## src/rtl/fetch_redirect_stage.sv

```systemverilog
// IF stage: PC register, IF/ID pipeline register and redirect handling.
// Redirects flush IF/ID; misaligned targets are trapped to TRAP_VEC.
module fetch_redirect_stage #(
  parameter logic [31:0] RESET_PC = 32'h0000_0000,
  parameter logic [31:0] TRAP_VEC = 32'h0000_0100,
  parameter logic [31:0] NOP_INST = 32'h0000_0013
) (
  input  logic        clk,
  input  logic        rst,
  input  logic        nextPcSrc,
  input  logic [31:0] brTarget,
  input  logic        stall,
  output logic [31:0] imemAddr,
  input  logic [31:0] imemInst,
  output logic [31:0] ifIdInst,
  output logic [31:0] ifIdPc,
  output logic [31:0] ifIdPcInc,
  output logic        ifIdValid,
  output logic        flushIdEx,
  output logic        instMisaligned,
  output logic [31:0] misalignAddr,
  output logic [31:0] redirectCount
);

  typedef struct packed {
    logic [31:0] inst;
    logic [31:0] pc;
    logic [31:0] pcInc;
    logic        valid;
  } if_id_t;

  logic [31:0] pc, pcNext, pcPlus4, tgt;
  logic [31:0] maddrNext, cntNext;
  logic        misNext;
  logic        doRedir, doHold, doStep;
  if_id_t      ifId, ifIdNext;

  assign pcPlus4   = pc + 32'd4;
  // JALR rule: bit 0 of the target is always dropped
  assign tgt       = {brTarget[31:1], 1'b0};
  assign doRedir   = nextPcSrc;
  assign doHold    = ~nextPcSrc & stall;
  assign doStep    = ~nextPcSrc & ~stall;

  assign imemAddr  = pc;
  assign flushIdEx = nextPcSrc;
  assign ifIdInst  = ifId.inst;
  assign ifIdPc    = ifId.pc;
  assign ifIdPcInc = ifId.pcInc;
  assign ifIdValid = ifId.valid;

  always_comb begin
    pcNext    = pc;
    ifIdNext  = ifId;
    misNext   = 1'b0;
    maddrNext = misalignAddr;
    cntNext   = redirectCount;
    unique case (1'b1)
      doRedir: begin
        ifIdNext = '{inst: NOP_INST, pc: '0,
                     pcInc: '0, valid: 1'b0};
        cntNext  = redirectCount + 32'd1;
        if (tgt[1]) begin
          pcNext    = TRAP_VEC;
          misNext   = 1'b1;
          maddrNext = tgt;
        end else begin
          pcNext = tgt;
        end
      end
      doHold: begin
        pcNext   = pc;
        ifIdNext = ifId;
      end
      doStep: begin
        pcNext   = pcPlus4;
        ifIdNext = '{inst: imemInst, pc: pc,
                     pcInc: pcPlus4, valid: 1'b1};
      end
      default: begin
        pcNext   = pc;
        ifIdNext = ifId;
      end
    endcase
  end

  always_ff @(posedge clk or posedge rst) begin
    if (rst) begin
      pc             <= RESET_PC;
      ifId           <= '{inst: NOP_INST, pc: '0,
                          pcInc: '0, valid: 1'b0};
      instMisaligned <= 1'b0;
      misalignAddr   <= '0;
      redirectCount  <= '0;
    end else begin
      pc             <= pcNext;
      ifId           <= ifIdNext;
      instMisaligned <= misNext;
      misalignAddr   <= maddrNext;
      redirectCount  <= cntNext;
    end
  end

endmodule

```

## config.mk

```make
export PLATFORM = sky130hd
export DESIGN_NAME = fetch_redirect_stage
export DESIGN_NICKNAME = d
export VERILOG_FILES = /design/src/rtl/fetch_redirect_stage.sv
export SDC_FILE = /design/constraint.sdc
export NUM_CORES = 1
export LEC_CHECK = 0
export CAP_MARGIN = 25
export CORE_UTILIZATION = 47
export CTS_CLUSTER_DIAMETER = 50
export DETAILED_ROUTE_END_ITERATION = 10
export HOLD_SLACK_MARGIN = 0.12
export PLACE_DENSITY = 0.8
export SYNTH_ARGS = -nofsm -noshare
export SYNTH_HDL_FRONTEND = slang
export SYNTH_SLANG_ARGS = --single-unit
```

## constraint.sdc

```tcl
create_clock -name clk -period 8.7 [get_ports clk]
set_input_delay 1.74 -clock clk [delete_from_list [all_inputs] [get_ports clk]]
set_output_delay 1.74 -clock clk [all_outputs]
set_load 0.1 [all_outputs]
```

# Word-level counts from Yosys, hierarchy flattened
# Cells that the tools add are included.
# totals
word_cells	20
register_bits	193
output_inout_bits	195
in_bits	68
# op_classes
reduce_logical	2
bitwise	3
mux	5
add_sub_neg	2
# op_table
op	count
$pmux W97 S2	1
$pmux W32 S2	1
$add A32 B1 Y32 const B	1
$add A32 B3 Y32 const B	1
$mux W32	1
$mux W1	2
$not A1 Y1	2
$reduce_and A2 Y1	1
$reduce_bool A2 Y1	1
$and A1 B1 Y1	1

# Longest topological paths before layout
# Gate-level depths: netlist of the first run.
# depth
word_depth	3
mapped_depth	7
mapped_depth_nobuf	5

# Least setup slack after synthesis of the first run
# OpenSTA, ideal clock, no wires.
# synth_timing
kind	input to output
from	input port nextPcSrc
to	output port flushIdEx
t_required_ns	6.960
arrival_ns	2.003
n_path_buf	1
slack_ns	4.957
cell_stages	1
path_cell_list	buf_4
# synth_rtl
item	line	text
start, declared	10	input logic nextPcSrc,
end, declared	19	output logic flushIdEx,
# No word-level cell between the ends.

# Worst setup path after layout of the first run
# layout_timing
from	input port nextPcSrc
to	output port flushIdEx
# No word-level cell between the ends.

==> qor.csv, run 1 <==
metric,value,unit
dieArea,19000,um^2
synth_area_per_cell,10.6,um^2
endpoint_kind,primary output,
fillers,1400,
drv_slew,0,
status,finished clean,
crit_chain,"buf_4, clkdlybuf4s50_1",
critical_path.top_delay_family,buffers and inverters,
finalSetupTns,0,ns
setup.worst_path.class,input port to primary output,
drcViolationCount,0,
grt_pass1_vias,6940,
clock_path_buffers,2,
synthAdderAreaFrac,0.288,%
cts-buffers-inserted,17,
clk_pin_slew,0.07,ns
seq_area,4680,um^2
dp_hpwl,16.8,mm
rrSetupSlack,5.83,ns
viasPerCell,5.73,
drt_pass1_iterations,5,
drt_iter0_markers,670,
crit_path_max_incr_delay,1.23,ns
ctsResizeCount,0,
power_density,229,nW/um^2
clock_latency,0.43,ns
slowest_stage,clkdlybuf4s50_1,
placed_area,11300,um^2
die_w,138,um
synth_edf_count,0,
ir_drop,217,uV
fin_worst_skew,0.00804,ns
yosys_warnings,0,
antenna_cells,0,
hold_buffers,0,
synth_top_family_by_area,simple AND/OR/NAND/NOR gates,
hold_path.startpoint,redirectCount[31],
yosys_register_bits,187,
floorplan.core_area,18000,um^2
routed_wl,24.4,mm
whs_path_depth,1,
grt_first_pass_wirelength,37.7,mm
critPathBufInv,2,
ys.flop_type,dfrtp_1,
async_flop_share,100,%
tightest_slew,1.06,ns
fin_crit_sh,58.7,%
start_kind,input port,
ff2ff_path_depth,6,
fin_ws,3.59,ns
fin_util,66.1,%
cap_violations,0,
row_count,49,
clockRootBuffer,clkbuf_16,
die_y,138,um
drive_above_1_share,8.24,%
synth_top_area_cell,dfrtp_1,
regToRegEndpoint,ifIdPcInc[16],
htreeDepth,4,
grtUsageTotal,25.9,%
slew-limit-headroom,29.4,%
cp_data_arrival_time,3.37,ns
synth_compound_area_share,9.15,%
syn2layout_area_growth,37.3,%
start_util,48.2,%
finalPower,0.00273,W
muxShareOfSynthArea,9.43,%
crit_required,6.96,ns
design_area,11900,um^2
setup_violations,0,
wl_per_cell,19.0,um
io_pins,263,
synthSimpleGateAreaFrac,17.5,%
reg2reg_from,imemAddr[2],
hold_path.class,flip-flop to flip-flop,
fmax,0.196,GHz
cp_max_fo,47,
place.gp.congestion,0.851,
place_ws,3.57,ns
multi_input_area,3640,um^2
grt_max_degree,114,
synth_top_area_share,53.0,%
final_nets,1115,
cts_setup_buffers,0,
rsz0062_at_grt,false,
antenna_found_initial,0,
synth.distinct_cells,59,
cts.sinks,187,
ys_seq_area_share,53.9,%
final-hold-violation-count,0,
hold_end,redirectCount[31],
io_buffers,254,
netlist_area,8680,um^2
synthCells,822,
ant_nets,0,
vias,7368,
final.min_clock_period,5.11,ns
synthXorXnorAreaFrac,5.15,%
synthTopCellsByArea,"dfrtp_1 53%, mux2i_1 5.5%, nor2_1 4.2%",
leakagePower,5.07,nW
cts_tree,built,
gr-total-overflow,0,
[metrics by stage]
stage / cells / hold WS [ns]
2_1_floorplan: 828 / 0.777
3_3_place_gp: 1253 / 0.451
3_5_place_dp: 1253 / 0.464
4_1_cts: 1283 / 0.475
5_1_grt: 1285 / 0.507
6_report: 1285 / 0.477
[cell families (layout without fill, tap and decap cells)]
group,Yosys count,count (layout)
DFF,187,187
AOI/OAI and AO/OA,110,110
adders and majority gates,2,2
muxes,78,78
other,1,7
xor gates and xnor gates,51,51
and+or+nand+nor,304,304
buffers and inverters,89,317
[layer usage]
layer | part of all wire [%] | global-route usage (%) | up-vias
met4 | 1.5 | 7.43 | 0
li1 | - | - | 3361
met5 | 0 | 0 | -
met2 | 49 | 41.7 | 319
met3 | 7.8 | 6.80 | 33
met1 | 42 | 34.2 | 3655
[cells in the final DEF, fill, tap and decap left out, drive strengths merged, types with 16 or more instances in the layout]
master,instances
nand3,31
a21oi,28
dfrtp,184
nor3,17
clkbuf,19
nand2,61
mux2i,48
clkdlybuf4s50,252
inv,24
o21ai,16
xnor2,37
and3,16
mux2,30
nor2,97
nand4,27
[power breakdown]
group	internal, W	leakage [nW]	total [W]	switching, W
combinational	0.000223	2.37	0.000936	0.000713
clock	0.000432	0.271	0.000773	0.000342
sequential	0.000943	2.42	0.00102	0.0000793
[synth_stat cells, types with 3 or more instances]
cell type / number
or4_1: 5
clkbuf_1: 32
nor2b_1: 8
nor2_1: 97
nor4_1: 12
a211oi_1: 11
xnor2_1: 37
nand2_1: 61
o2111a_1: 3
a311o_1: 4
nand4_1: 26
and4_1: 8
dfstp_2: 3
a311oi_1: 6
and2_1: 4
nand3_1: 31
a2111oi_0: 9
a211o_1: 8
a21oi_1: 28
or3_1: 3
and3_1: 16
a221o_1: 3
mux2i_1: 48
buf_4: 10
buf_2: 14
mux2_2: 30
a221oi_1: 4
o21ai_0: 16
inv_1: 20
nand2b_1: 4
xor2_1: 14
nor3_1: 17
dfrtp_1: 184
buf_1: 11
[worst max path at each step]
stage / start / to / slack, ns / cells past startpoint
after floorplan: rst / ifIdInst[10] / 1.88 / 1
after CTS: nextPcSrc / flushIdEx / 3.57 / 2
after detailed placement: nextPcSrc / flushIdEx / 3.57 / 2
final: nextPcSrc / flushIdEx / 3.59 / 2
after global placement: nextPcSrc / flushIdEx / 3.56 / 2
after global routing: nextPcSrc / flushIdEx / 3.53 / 2
[sequential cells by signal, indices dropped and copies added (netlist names)]
| signal | flops |
|---|---|
| ifIdInst | 32 |
| ifIdPc | 30 |
| ifIdPcInc | 30 |
| ifIdValid | 1 |
| imemAddr | 30 |
| instMisaligned | 1 |
| misalignAddr | 31 |
| redirectCount | 32 |
[final cells by class]
cell class / count / area share, %
Clock buffer: 18 / 3.68
Clock inverter: 12 / 1.20
Inverter: 22 / 0.756
Multi-Input combinational cell: 552 / 30.5
Sequential cell: 187 / 39.3
Tap cell: 229 / 2.40
Timing Repair Buffer: 265 / 22.1
Power figures use the tool's default switching activity.
==> run 2, diff against run 1 <==
Settings changed: CORE_UTILIZATION 47 to 43, PLACE_DENSITY 0.8 to 0.77.
Clock period 8.7 ns to 4.6 ns, I/O delays scaled along.
==> qor.csv, run 2 (synthesized netlist as in run 1, its figures left out) <==
metric,value,unit,change
wl_per_cell,18.5,um,was 19.0 um
drt_pass1_iterations,5,,unchanged
grt_max_degree,73,,was 114
die_y,144,um,was 138 um
routed_wl,24.5,mm,was 24.4 mm
drcViolationCount,0,,unchanged
reg2reg_from,imemAddr[2],,unchanged
gr-total-overflow,0,,unchanged
vias,7280,,"was 7,368"
clock_path_buffers,2,,unchanged
final_nets,1116,,"was 1,115"
rrSetupSlack,1.52,ns,was 5.83 ns
clockRootBuffer,clkbuf_16,,unchanged
hold_path.class,flip-flop to flip-flop,,unchanged
crit_chain,clkdlybuf4s50_1,,"was buf_4, clkdlybuf4s50_1"
io_buffers,254,,unchanged
drive_above_1_share,8.50,%,was 8.24%
final-hold-violation-count,0,,unchanged
slowest_stage,clkdlybuf4s50_1,,unchanged
ir_drop,283,uV,was 217 uV
syn2layout_area_growth,38.9,%,was 37.3%
final.min_clock_period,3.24,ns,
critPathBufInv,1,,was 2
antenna_found_initial,0,,unchanged
setup.worst_path.class,flip-flop to primary output,,was input port to primary output
grtUsageTotal,24.1,%,was 25.9%
io_pins,263,,unchanged
endpoint,imemAddr[5],,was flushIdEx
pwr-share-clk,30.1,%,was 28.3%
slew-limit-headroom,28.1,%,was 29.4%
crit_start,imemAddr[5],,was nextPcSrc
dp_hpwl,17.1,mm,was 16.8 mm
hold_buffers,0,,unchanged
cp_max_fo,10,,was 47
floorplan.core_area,19700,um^2,"was 18,000 um^2"
power_density,440,nW/um^2,was 229 nW/um^2
viasPerCell,5.50,,was 5.73
critical_path.top_delay_family,buffers and inverters,,unchanged
fin_worst_skew,0.00779,ns,was 0.00804 ns
start_util,44.2,%,was 48.2%
layout_commonest_cell,clkdlybuf4s50_1,,unchanged
endpoint_kind,primary output,,unchanged
drv_slew,0,,unchanged
most-common-layout-cells,"251 x clkdlybuf4s50_1, 184 x dfrtp_1, 96 x nor2_1",,"was 252 x clkdlybuf4s50_1, 184 x dfrtp_1, 96 x nor2_1"
regToRegEndpoint,ifIdPcInc[28],,was ifIdPcInc[16]
cts_setup_buffers,0,,unchanged
crit_required,3.68,ns,was 6.96 ns
ff2ff_path_depth,5,,was 6
setup_violations,0,,unchanged
p_int,0.00313,W,was 0.00160 W
antenna_cells,0,,unchanged
ant_nets,0,,unchanged
place_ws,1.44,ns,was 3.57 ns
cts-buffers-inserted,17,,unchanged
place.gp.congestion,0.820,,was 0.851
comb_power_share,33.5,%,was 34.3%
grt_first_pass_wirelength,38.3,mm,was 37.7 mm
fin_crit_sh,70.5,%,
netSwitchingPower,0.00217,W,was 0.00113 W
crit_path_max_incr_delay,1.23,ns,about the same
drt_iter0_markers,625,,was 670
leakagePower,5.10,nW,was 5.07 nW
dieArea,20800,um^2,"was 19,000 um^2"
fillers,1622,,"was 1,400"
htreeDepth,4,,unchanged
row_count,51,,was 49
grt_pass1_vias,7035,,"was 6,940"
rsz0062_at_grt,false,,unchanged
status,finished clean,,unchanged
cp.depth,1,,was 2
cp_data_arrival_time,2.32,ns,was 3.37 ns
fmax,0.308,GHz,
fin_util,61.3,%,was 66.1%
fin_ws,1.36,ns,was 3.59 ns
finalSetupTns,0,ns,unchanged
tightest_slew,1.08,ns,was 1.06 ns
start_kind,flip-flop,,was input port
ctsResizeCount,0,,unchanged
die_w,144,um,was 138 um
clk_pin_slew,0.07,ns,about the same
cap_violations,0,,unchanged
clock_latency,0.43,ns,about the same
cts.sinks,187,,unchanged
switching_share,40.9,%,was 41.5%
power_frac_seq,36.4,%,was 37.4%
cts_tree,built,,unchanged
-- run 2: changes by cell type in the layout (fill, tap and decap cells not counted) --
cell,before,now
buf_12,0,4
clkinv_4,3,0
bufinv_16,2,4
clkinvlp_4,4,6
inv_8,1,3
buf_16,1,0
clkbuf_1,0,1
clkbuf_2,1,0
clkbuf_8,1,0
clkdlybuf4s50_1,252,251
inv_6,3,2
-- run 2: worst min path at each step --
stage / endpoint / from / cells past startpoint / slack [ns]
after floorplan: ifIdInst[0] / ifIdInst[0] / 2 / 0.78
after global placement: misalignAddr[1] / misalignAddr[1] / 1 / 0.45
after detailed placement: misalignAddr[1] / misalignAddr[1] / 1 / 0.46
after CTS: misalignAddr[1] / misalignAddr[1] / 1 / 0.48
after global routing: redirectCount[31] / redirectCount[31] / 1 / 0.51
final: misalignAddr[1] / misalignAddr[1] / 1 / 0.47
-- run 2: metrics by stage --
stage | total power, W | hold slack [ns] | area [um^2] | std cells
floorplan | 0.00327 | 0.777 | 8710 | 828
global placement | 0.00372 | 0.450 | 11400 | 1291
detailed placement | 0.00374 | 0.462 | 11400 | 1291
CTS | 0.00534 | 0.481 | 12000 | 1323
global route | 0.00548 | 0.510 | 12100 | 1324
finish | 0.00530 | 0.475 | 12100 | 1324
-- run 2: power by group through the flow --
stage                     sequential [W]  clock, W  combinational (W)
final                            0.00193   0.00160            0.00178
after detailed placement         0.00196         0            0.00178
after global placement           0.00195         0            0.00177
after floorplan                  0.00294         0           0.000333
after CTS                        0.00193   0.00163            0.00178
after global routing             0.00195   0.00169            0.00184
-- run 2: cell type report --
| cell class | count | area [um^2] | area share (%) |
|---|---|---|---|
| clock inverters | 14 | 209 | 1.73 |
| clock buffers | 18 | 429 | 3.56 |
| repair buffers | 266 | 2680 | 22.2 |
| inverters | 22 | 86.3 | 0.716 |
| multi-input cells | 552 | 3640 | 30.2 |
| well taps | 265 | 332 | 2.75 |
| flip-flops and latches | 187 | 4680 | 38.9 |
-- run 2: metal layers --
metal  global-route usage, %  wire (um)  up-vias
met5                       0          0        -
met4                    10.5        697        0
met3                    6.59       2000       44
met2                    36.9      11300      315
met1                    32.1      10400     3554
li1                        -          -     3367
==> run 3, diff against run 2 <==
Settings changed: CORE_UTILIZATION 43 to 47, PLACE_DENSITY 0.77 to 0.8.
Clock period 4.6 ns to 3.3 ns, I/O delays scaled along.
==> qor.csv, run 3 (synthesized netlist as in run 1, its figures left out) <==
metric,value,unit,change
grt_pass1_vias,7068,,"was 7,035"
leakagePower,5.41,nW,was 5.10 nW
dp_hpwl,16.9,mm,was 17.1 mm
dieArea,19000,um^2,"was 20,800 um^2"
fin_worst_skew,0.00984,ns,was 0.00779 ns
final.min_clock_period,2.61,ns,
io_pins,263,,unchanged
cp_data_arrival_time,2.92,ns,was 2.32 ns
cap_violations,0,,unchanged
layout_commonest_cell,buf_4,,was clkdlybuf4s50_1
clk_pin_slew,0.07,ns,about the same
fin_ws,0.687,ns,was 1.36 ns
cts_tree,built,,unchanged
fmax,0.383,GHz,
seq_area,4680,um^2,unchanged
clockRootBuffer,clkbuf_16,,unchanged
drcViolationCount,0,,unchanged
critPathBufInv,0,,was 1
setup_violations,0,,unchanged
viasPerCell,5.64,,was 5.50
cts.sinks,187,,unchanged
start_util,48.2,%,was 44.2%
htreeDepth,4,,unchanged
ant_nets,0,,unchanged
drv_slew,0,,unchanged
floorplan.core_area,18000,um^2,"was 19,700 um^2"
drive_above_1_share,26.6,%,was 8.50%
slowest_stage,nor4_1,,was clkdlybuf4s50_1
final-hold-violation-count,0,,unchanged
vias,7300,,"was 7,280"
cp.depth,5,,was 1
finalSetupTns,0,ns,unchanged
die_w,138,um,was 144 um
grtUsageTotal,25.8,%,was 24.1%
antenna_found_initial,0,,unchanged
final_nets,1123,,"was 1,116"
grt_max_degree,124,,was 73
fillers,1449,,"was 1,622"
cp_max_fo,12,,was 10
crit_start,imemAddr[2],,was imemAddr[5]
power_density,621,nW/um^2,was 440 nW/um^2
crit_required,3.60,ns,was 3.68 ns
setup.worst_path.class,flip-flop to flip-flop,,was flip-flop to primary output
reg2reg_from,imemAddr[2],,unchanged
io_buffers,254,,unchanged
wl_per_cell,18.5,um,about the same
endpoint_kind,flip-flop,,was primary output
grt_first_pass_wirelength,37.6,mm,was 38.3 mm
hold_buffers,0,,unchanged
slew-limit-headroom,48.7,%,was 28.1%
fin_crit_sh,79.2,%,
hold-worst-slack,0.472,ns,was 0.475 ns
ff2ff_path_depth,5,,unchanged
row_count,49,,was 51
crit_path_max_incr_delay,0.69,ns,was 1.23 ns
drt_iter0_markers,654,,was 625
ctsResizeCount,0,,unchanged
crit_chain,"ha_1, nand3_1, nor4_1, a211oi_1, a2111oi_0",,was clkdlybuf4s50_1
clock_latency,0.43,ns,about the same
routed_wl,24.0,mm,was 24.5 mm
most-common-layout-cells,"206 x buf_4, 184 x dfrtp_1, 96 x nor2_1",,"was 251 x clkdlybuf4s50_1, 184 x dfrtp_1, 96 x nor2_1"
antenna_cells,0,,unchanged
cts_setup_buffers,0,,unchanged
place.gp.congestion,0.846,,was 0.820
clock_path_buffers,2,,unchanged
multi_input_area,3640,um^2,unchanged
start_kind,flip-flop,,unchanged
rsz0062_at_grt,false,,unchanged
drt_pass1_iterations,5,,unchanged
regToRegEndpoint,ifIdPcInc[26],,was ifIdPcInc[28]
status,finished clean,,unchanged
critical_path.top_delay_family,simple AND/OR/NAND/NOR gates,,was buffers and inverters
syn2layout_area_growth,32.8,%,was 38.9%
hold_path.class,flip-flop to flip-flop,,unchanged
place_ws,0.747,ns,was 1.44 ns
tightest_slew,0.763,ns,was 1.08 ns
rrSetupSlack,0.69,ns,was 1.52 ns
ir_drop,594,uV,was 283 uV
gr-total-overflow,0,,unchanged
cts-buffers-inserted,17,,unchanged
endpoint,ifIdPcInc[26],,was imemAddr[5]
die_y,138,um,was 144 um
run 3: power by group:
| group | internal [W] | total [W] | switching (W) |
|---|---|---|---|
| Clock | 0.00114 | 0.00206 | 0.000913 |
| Sequential | 0.00249 | 0.00269 | 0.000208 |
| Combinational | 0.000524 | 0.00241 | 0.00188 |
run 3: metal layers:
layer	routed length, um	share of wire, %	up-vias	global-route usage, %
met3	1890	7.9	41	5.77
met4	689	2.9	0	11.5
met5	0	0	-	0
met1	10100	42	3558	34.7
li1	-	-	3375	-
met2	11400	47	326	39.9
run 3: worst reg2reg max path: cells and delay by family (launching register included):
kind,cells,cell delay [ns]
adder cells (fa/ha/maj),1,0.31
AND/OR/NAND/NOR,2,1.17
flip-flops,1,0.50
AO/OA/AOI/OAI,2,0.51
run 3: final cells by class:
class	instances	area share, %
Timing Repair Buffer	273	19.5
Sequential cell	187	40.6
Tap cell	229	2.49
Inverter	22	0.749
Clock inverter	13	1.21
Clock buffer	19	3.84
Multi-Input combinational cell	552	31.6
run 3: worst min-delay path by stage:
stage                                from         endpoint  slack [ns]  cells after the start
final                     misalignAddr[1]  misalignAddr[1]        0.47                      1
after global routing      misalignAddr[1]  misalignAddr[1]        0.50                      1
after CTS                 misalignAddr[1]  misalignAddr[1]        0.48                      1
after detailed placement  misalignAddr[1]  misalignAddr[1]        0.46                      1
after global placement    misalignAddr[1]  misalignAddr[1]        0.45                      1
after floorplan              brTarget[13]     imemAddr[13]        0.78                      2
run 3: stage by stage:
step,util (%),power (W),area [um^2],std cells
floorplan,-,0.00456,8710,828
global placement,60.7,0.00512,10900,1263
detailed placement,60.7,0.00514,10900,1263
CTS,63.9,0.00720,11500,1295
global route,63.9,0.00739,11500,1295
finish,63.9,0.00716,11500,1295
